## src/rtl/decode_issue_arbiter_if.sv

```systemverilog
// Bundle of decoder-side and issue-side signals for the decode issue arbiter.
// The slave modport is the arbiter's view. The master modport is the driver/observer view.
interface decode_issue_arbiter_if #(
    parameter int NUM_DEC   = 4,
    parameter int PAYLOAD_W = 160,
    parameter int MAJID_W   = 64
);
    localparam int IDX_W = (NUM_DEC > 1) ? $clog2(NUM_DEC) : 1;

    logic [NUM_DEC-1:0]           decValid_i;
    logic [NUM_DEC*MAJID_W-1:0]   decMajId_i;
    logic [NUM_DEC*PAYLOAD_W-1:0] decPayload_i;
    logic [NUM_DEC-1:0]           decStall_o;
    logic                         stall_i;
    logic                         valid_o;
    logic [MAJID_W-1:0]           majId_o;
    logic [PAYLOAD_W-1:0]         payload_o;
    logic [IDX_W-1:0]             grantIdx_o;
    logic                         overflowErr_o;

    modport slave (
        input  decValid_i, decMajId_i, decPayload_i, stall_i,
        output decStall_o, valid_o, majId_o, payload_o, grantIdx_o, overflowErr_o
    );

    modport master (
        output decValid_i, decMajId_i, decPayload_i, stall_i,
        input  decStall_o, valid_o, majId_o, payload_o, grantIdx_o, overflowErr_o
    );
endinterface

```

## src/rtl/decode_issue_arbiter.sv

```systemverilog
// Collects bundles from NUM_DEC decoders into one holding slot each.
// Issues them oldest-first (smallest major ID) through a single stallable output register.
module decode_issue_arbiter #(
    parameter int NUM_DEC   = 4,
    parameter int PAYLOAD_W = 160,
    parameter int MAJID_W   = 64
) (
    input logic                   clock_i,
    input logic                   reset_i,
    decode_issue_arbiter_if.slave bus
);
    localparam int IDX_W = (NUM_DEC > 1) ? $clog2(NUM_DEC) : 1;

    logic [NUM_DEC-1:0]   full_q, full_d;
    logic [MAJID_W-1:0]   majid_q   [NUM_DEC];
    logic [PAYLOAD_W-1:0] payload_q [NUM_DEC];

    logic                 valid_q;
    logic [MAJID_W-1:0]   out_majid_q;
    logic [PAYLOAD_W-1:0] out_payload_q;
    logic [IDX_W-1:0]     out_idx_q;
    logic                 overflow_q;

    logic                 advance;
    logic                 any_full;
    logic [IDX_W-1:0]     sel_idx;
    logic [MAJID_W-1:0]   sel_majid;
    logic [NUM_DEC-1:0]   granted;
    logic [NUM_DEC-1:0]   dec_stall;
    logic [NUM_DEC-1:0]   load;

    assign advance = !bus.stall_i || !valid_q;

    // NOTE: blocking assignments are correct here. The loop carries a running
    // minimum from one iteration to the next inside a single combinational evaluation.
    // A strict less-than keeps the lowest index on a major-ID tie.
    always_comb begin
        any_full  = 1'b0;
        sel_idx   = '0;
        sel_majid = '0;
        for (int k = 0; k < NUM_DEC; k++) begin
            if (full_q[k] && (!any_full || majid_q[k] < sel_majid)) begin
                any_full  = 1'b1;
                sel_idx   = IDX_W'(k);
                sel_majid = majid_q[k];
            end
        end
    end

    // NOTE: every variable gets a default before the loop. Without that, a path
    // that skips an assignment would infer a latch.
    always_comb begin
        granted   = '0;
        dec_stall = '0;
        load      = '0;
        full_d    = full_q;
        for (int k = 0; k < NUM_DEC; k++) begin
            granted[k]   = advance && any_full && (sel_idx == IDX_W'(k));
            dec_stall[k] = full_q[k] && !granted[k];
            load[k]      = bus.decValid_i[k] && !dec_stall[k];
            if (load[k])
                full_d[k] = 1'b1;
            else if (granted[k])
                full_d[k] = 1'b0;
        end
    end

    always_ff @(posedge clock_i or negedge reset_i) begin
        if (!reset_i) begin
            full_q        <= '0;
            valid_q       <= 1'b0;
            out_majid_q   <= '0;
            out_payload_q <= '0;
            out_idx_q     <= '0;
            overflow_q    <= 1'b0;
        end else begin
            full_q     <= full_d;
            overflow_q <= overflow_q || |(bus.decValid_i & dec_stall);
            if (advance) begin
                valid_q <= any_full;
                if (any_full) begin
                    out_majid_q   <= sel_majid;
                    out_payload_q <= payload_q[sel_idx];
                    out_idx_q     <= sel_idx;
                end
            end
        end
    end

    // NOTE: slot storage is not reset. The full flags alone decide whether a slot's
    // contents are meaningful, so clearing the data as well would add nothing.
    always_ff @(posedge clock_i) begin
        for (int k = 0; k < NUM_DEC; k++) begin
            if (load[k]) begin
                majid_q[k]   <= bus.decMajId_i[k*MAJID_W +: MAJID_W];
                payload_q[k] <= bus.decPayload_i[k*PAYLOAD_W +: PAYLOAD_W];
            end
        end
    end

    assign bus.decStall_o    = dec_stall;
    assign bus.valid_o       = valid_q;
    assign bus.majId_o       = out_majid_q;
    assign bus.payload_o     = out_payload_q;
    assign bus.grantIdx_o    = out_idx_q;
    assign bus.overflowErr_o = overflow_q;
endmodule

```

## src/flat_wrapper.sv

```systemverilog
// flat-port wrapper written by rule: the top's interface ports become plain ports
module decode_issue_arbiter_flat 
#(
    parameter int NUM_DEC   = 4,
    parameter int PAYLOAD_W = 160,
    parameter int MAJID_W   = 64
)
  (clock_i, reset_i, bus_decValid_i, bus_decMajId_i, bus_decPayload_i, bus_stall_i, bus_decStall_o, bus_valid_o, bus_majId_o, bus_payload_o, bus_grantIdx_o, bus_overflowErr_o);
  decode_issue_arbiter_if #(.NUM_DEC(NUM_DEC), .PAYLOAD_W(PAYLOAD_W), .MAJID_W(MAJID_W)) bus_i ();
  input logic clock_i;
  input logic reset_i;
  input wire logic [$bits(bus_i.decValid_i)-1:0] bus_decValid_i;
  input wire logic [$bits(bus_i.decMajId_i)-1:0] bus_decMajId_i;
  input wire logic [$bits(bus_i.decPayload_i)-1:0] bus_decPayload_i;
  input wire logic [$bits(bus_i.stall_i)-1:0] bus_stall_i;
  output wire logic [$bits(bus_i.decStall_o)-1:0] bus_decStall_o;
  output wire logic [$bits(bus_i.valid_o)-1:0] bus_valid_o;
  output wire logic [$bits(bus_i.majId_o)-1:0] bus_majId_o;
  output wire logic [$bits(bus_i.payload_o)-1:0] bus_payload_o;
  output wire logic [$bits(bus_i.grantIdx_o)-1:0] bus_grantIdx_o;
  output wire logic [$bits(bus_i.overflowErr_o)-1:0] bus_overflowErr_o;
  assign bus_i.decValid_i = bus_decValid_i;
  assign bus_i.decMajId_i = bus_decMajId_i;
  assign bus_i.decPayload_i = bus_decPayload_i;
  assign bus_i.stall_i = bus_stall_i;
  assign bus_decStall_o = bus_i.decStall_o;
  assign bus_valid_o = bus_i.valid_o;
  assign bus_majId_o = bus_i.majId_o;
  assign bus_payload_o = bus_i.payload_o;
  assign bus_grantIdx_o = bus_i.grantIdx_o;
  assign bus_overflowErr_o = bus_i.overflowErr_o;
  decode_issue_arbiter #(.NUM_DEC(NUM_DEC), .PAYLOAD_W(PAYLOAD_W), .MAJID_W(MAJID_W)) u_core (.clock_i(clock_i), .reset_i(reset_i), .bus(bus_i));
endmodule
```

## config.mk

```make
export PLATFORM = sky130hd
export DESIGN_NAME = decode_issue_arbiter_flat
export DESIGN_NICKNAME = d
export VERILOG_FILES = /design/src/rtl/decode_issue_arbiter_if.sv /design/src/rtl/decode_issue_arbiter.sv /design/src/flat_wrapper.sv
export SDC_FILE = /design/constraint.sdc
export NUM_CORES = 2
export LEC_CHECK = 0
export ABC_AREA = 1
export CAP_MARGIN = 30
export CORE_AREA = 2 2 447 449
export DETAILED_ROUTE_END_ITERATION = 10
export DIE_AREA = 0 0 449 451
export GPL_ROUTABILITY_DRIVEN = 0
export PLACE_DENSITY_LB_ADDON = 0.2
export SLEW_MARGIN = 20
export SYNTH_ARGS = -nofsm -noshare
export SYNTH_HDL_FRONTEND = slang
export SYNTH_SLANG_ARGS = --single-unit
export TNS_END_PERCENT = 20
```

## constraint.sdc

```tcl
create_clock -name clock_i -period 24.8 [get_ports clock_i]
set_input_delay 4.96 -clock clock_i [delete_from_list [all_inputs] [get_ports clock_i]]
set_output_delay 4.96 -clock clock_i [all_outputs]
set_load 0.1 [all_outputs]
```

==> results.toml <==
[critical_path]
critPathRequiredTime_ns = 19.84
slowest_stage = "clkdlybuf4s50_1"
crit_arrival_ns = 11.99
slowest_delay_ns = 1.17
startpoint_type = "flip-flop"
crit_path_max_fanout = 114
endpoint_kind = "output pin"
cp_common_cell = "nand2_1"
worstRegToRegCells = 41
path_class = "flip-flop to output pin"

[synth]
yosysSeqAreaShare_pct = 66.2
synth_top_family_by_area = "simple AND/OR/NAND/NOR gates"
syn_area_per_cell_um2 = 10.7
netlist_top_cells_count = "nand2_1, edfxtp_1, inv_1"
synthMuxAreaShare_pct = 0
yosys.area_share.adder_pct = 4.79
syn_inst = 4626
synthDominantCellAreaShare_pct = 54.5
synth_cell_type_count = 33
syn_area_um2 = 49400
synth_xor_area_share_pct = 0
yosysMostFrequentCell = "nand2_1"
synth_compound_area_share_pct = 4.20
synth_edf_count = 896
async_flop_share_pct = 20.6
synth.area.top_cells = "edfxtp_1, dfrtp_1, nand2_1"
yosys.area_share.simple_pct = 20.0
syn_nets = 5718
ys_dominant_reg_cell = "edfxtp_1"
yosys.area.top_type = "edfxtp_1"
synth-seq-cells = 1128
yosysWarnings = 0

[global_route]
grt_pass1_wl_um = 290000
grt_max_degree = 157
antenna_found_initial = 90
grtUsageTotal_pct = 20.0
grt_pass1_vias = 37534
grt-ovfl-total = 0

[hold_path]
hold_depth = 2
holdCritPathClass = "flip-flop to flip-flop"

[final_layout]
drive_gt1_share_pct = 6.62
layout.nets = 6893
final_util_pct = 35.6
syn2layout_area_growth_pct = 43.0
n_fill_cell = 19795

[job]
maxCapViolCount = 0

[sta]
finalWorstSetupSlack_ns = 7.85
post-route-period-util_pct = 68.3
setup_viol = 0
rsz0062_at_grt = "no"
clock.fmax_mhz = 59.0
fin_skew_ns = 0.0686
worstMarginPinSlew_ns = 1.05
drv_slew = 0
hold_slack_ns = 0.477
setup_tns_ns = 0
relSlewSlack_pct = 29.8
period_needed_ns = 16.95
hold_violations = 0

[placement]
place_ws_ns = 8.33
portBuffers = 1134
hpwl_um = 148000

[run_status]
status = "complete, no violations"

[clocking]
cts_tree = "yes"
clk_pin_slew_ns = 0.06
cts_sinks = 1128
htree_num_levels = 4
cts_setup_buffers = 0
ctsRootBufferMaster = "clkbuf_16"
clk_latency_ns = 0.82
clk_path_buf_depth = 3
hold_buffers = 0
ctsResizeCount = 0
cts_inserted_buffers = 139

[detailed_routing]
wl_um = 209000
ant_nets = 0
drc_errors = 0
avgViaCountPerCell = 4.42
drt_iter0_markers = 2673
vias = 38117
wl_per_cell_um = 24.3
drtPass1Iterations = 6

[floorplan]
num_rows = 164
die_w_um = 449
dieHeight_um = 451
coreArea_um2 = 198000
io_pins = 1135
start_util_pct = 24.9
die-area_um2 = 202000
-- cell usage in the layout, fill, tap and decap left out, drive strengths merged, types with 5 or more instances in the layout --
| cell type | n |
|---|---|
| a211oi | 14 |
| a21oi | 151 |
| buf | 162 |
| bufinv | 6 |
| clkbuf | 190 |
| clkdlybuf4s50 | 1108 |
| clkinv | 50 |
| dfrtp | 232 |
| diode | 46 |
| edfxtp | 896 |
| ha | 189 |
| inv | 372 |
| nand2 | 1432 |
| nand3 | 326 |
| nand3b | 160 |
| nand4 | 27 |
| nor2 | 346 |
| nor3 | 11 |
| nor4 | 5 |
| o21a | 7 |
| o21ai | 209 |
| or2 | 7 |
-- routing by layer --
metal | global-route usage [%] | wire, um
met1 | 24.6 | 85300
met2 | 34.6 | 106000
met3 | 4.25 | 12200
met4 | 6.87 | 5120
met5 | 0 | 285
-- logic make-up (layout without fill, tap and decap cells) --
group	count (synthesis)	in the layout
compound gates	394	394
other cells	0	46
fa+ha+maj	189	189
simple gates	2316	2316
buf+inv	599	1892
flops	1128	1128
-- path summary, 6_finish.rpt --
kind | to | slack [ns] | startpoint
worst min register to register | u_core.bus.payload_o[141] | 0.48 | u_core.bus.payload_o[141]
worst min-delay path | u_core.bus.payload_o[141] | 0.48 | u_core.bus.payload_o[141]
worst max-delay path | bus_decStall_o[0] | 7.85 | u_core.full_q[0]
worst max register to register | u_core.payload_q[2][61] | 11.88 | u_core.full_q[0]
min in group asynchronous | u_core.bus.majId_o[20] | 4.08 | reset_i
max in group asynchronous | u_core.full_q[3] | 18.59 | reset_i
-- per-stage QoR --
stage / area (um2) / instances
after floorplan: 49400 / 4626
after global placement: 63500 / 8228
after detailed placement: 65800 / 8313
after CTS: 70400 / 8572
after global routing: 70600 / 8615
final: 70600 / 8621
-- state kept, by name (all words and copies together), names as in the netlist --
| register | cells |
|---|---|
| u_core.payload_q | 640 |
| u_core.majid_q | 256 |
| u_core.bus.payload_o | 160 |
| u_core.bus.majId_o | 64 |
| u_core.full_q | 4 |
| u_core.bus.grantIdx_o | 2 |
| u_core.bus.overflowErr_o | 1 |
| u_core.bus.valid_o | 1 |
-- worst max-delay path, delay by kind of cell, from the launching register on --
kind	cells	cell delay, ns
buf+inv	4	2.45
simple gates	20	3.80
fa+ha+maj	3	1.03
flops	1	0.93
compound gates	12	2.67
-- layout make-up --
| type | count | area [um2] | area share [%] |
|---|---|---|---|
| sequential | 1128 | 32700 | 46.3 |
| multi-input combinational | 2899 | 14400 | 20.4 |
| timing repair buffer | 1270 | 14100 | 20.0 |
| clock buffer | 190 | 3840 | 5.44 |
| tap | 2656 | 3320 | 4.71 |
| inverter | 363 | 1370 | 1.94 |
| clock inverter | 69 | 723 | 1.02 |
| antenna | 46 | 115 | 0.163 |
Power is not shown: default switching activity piles up to over one toggle a cycle in this logic, so the estimate is an artifact.
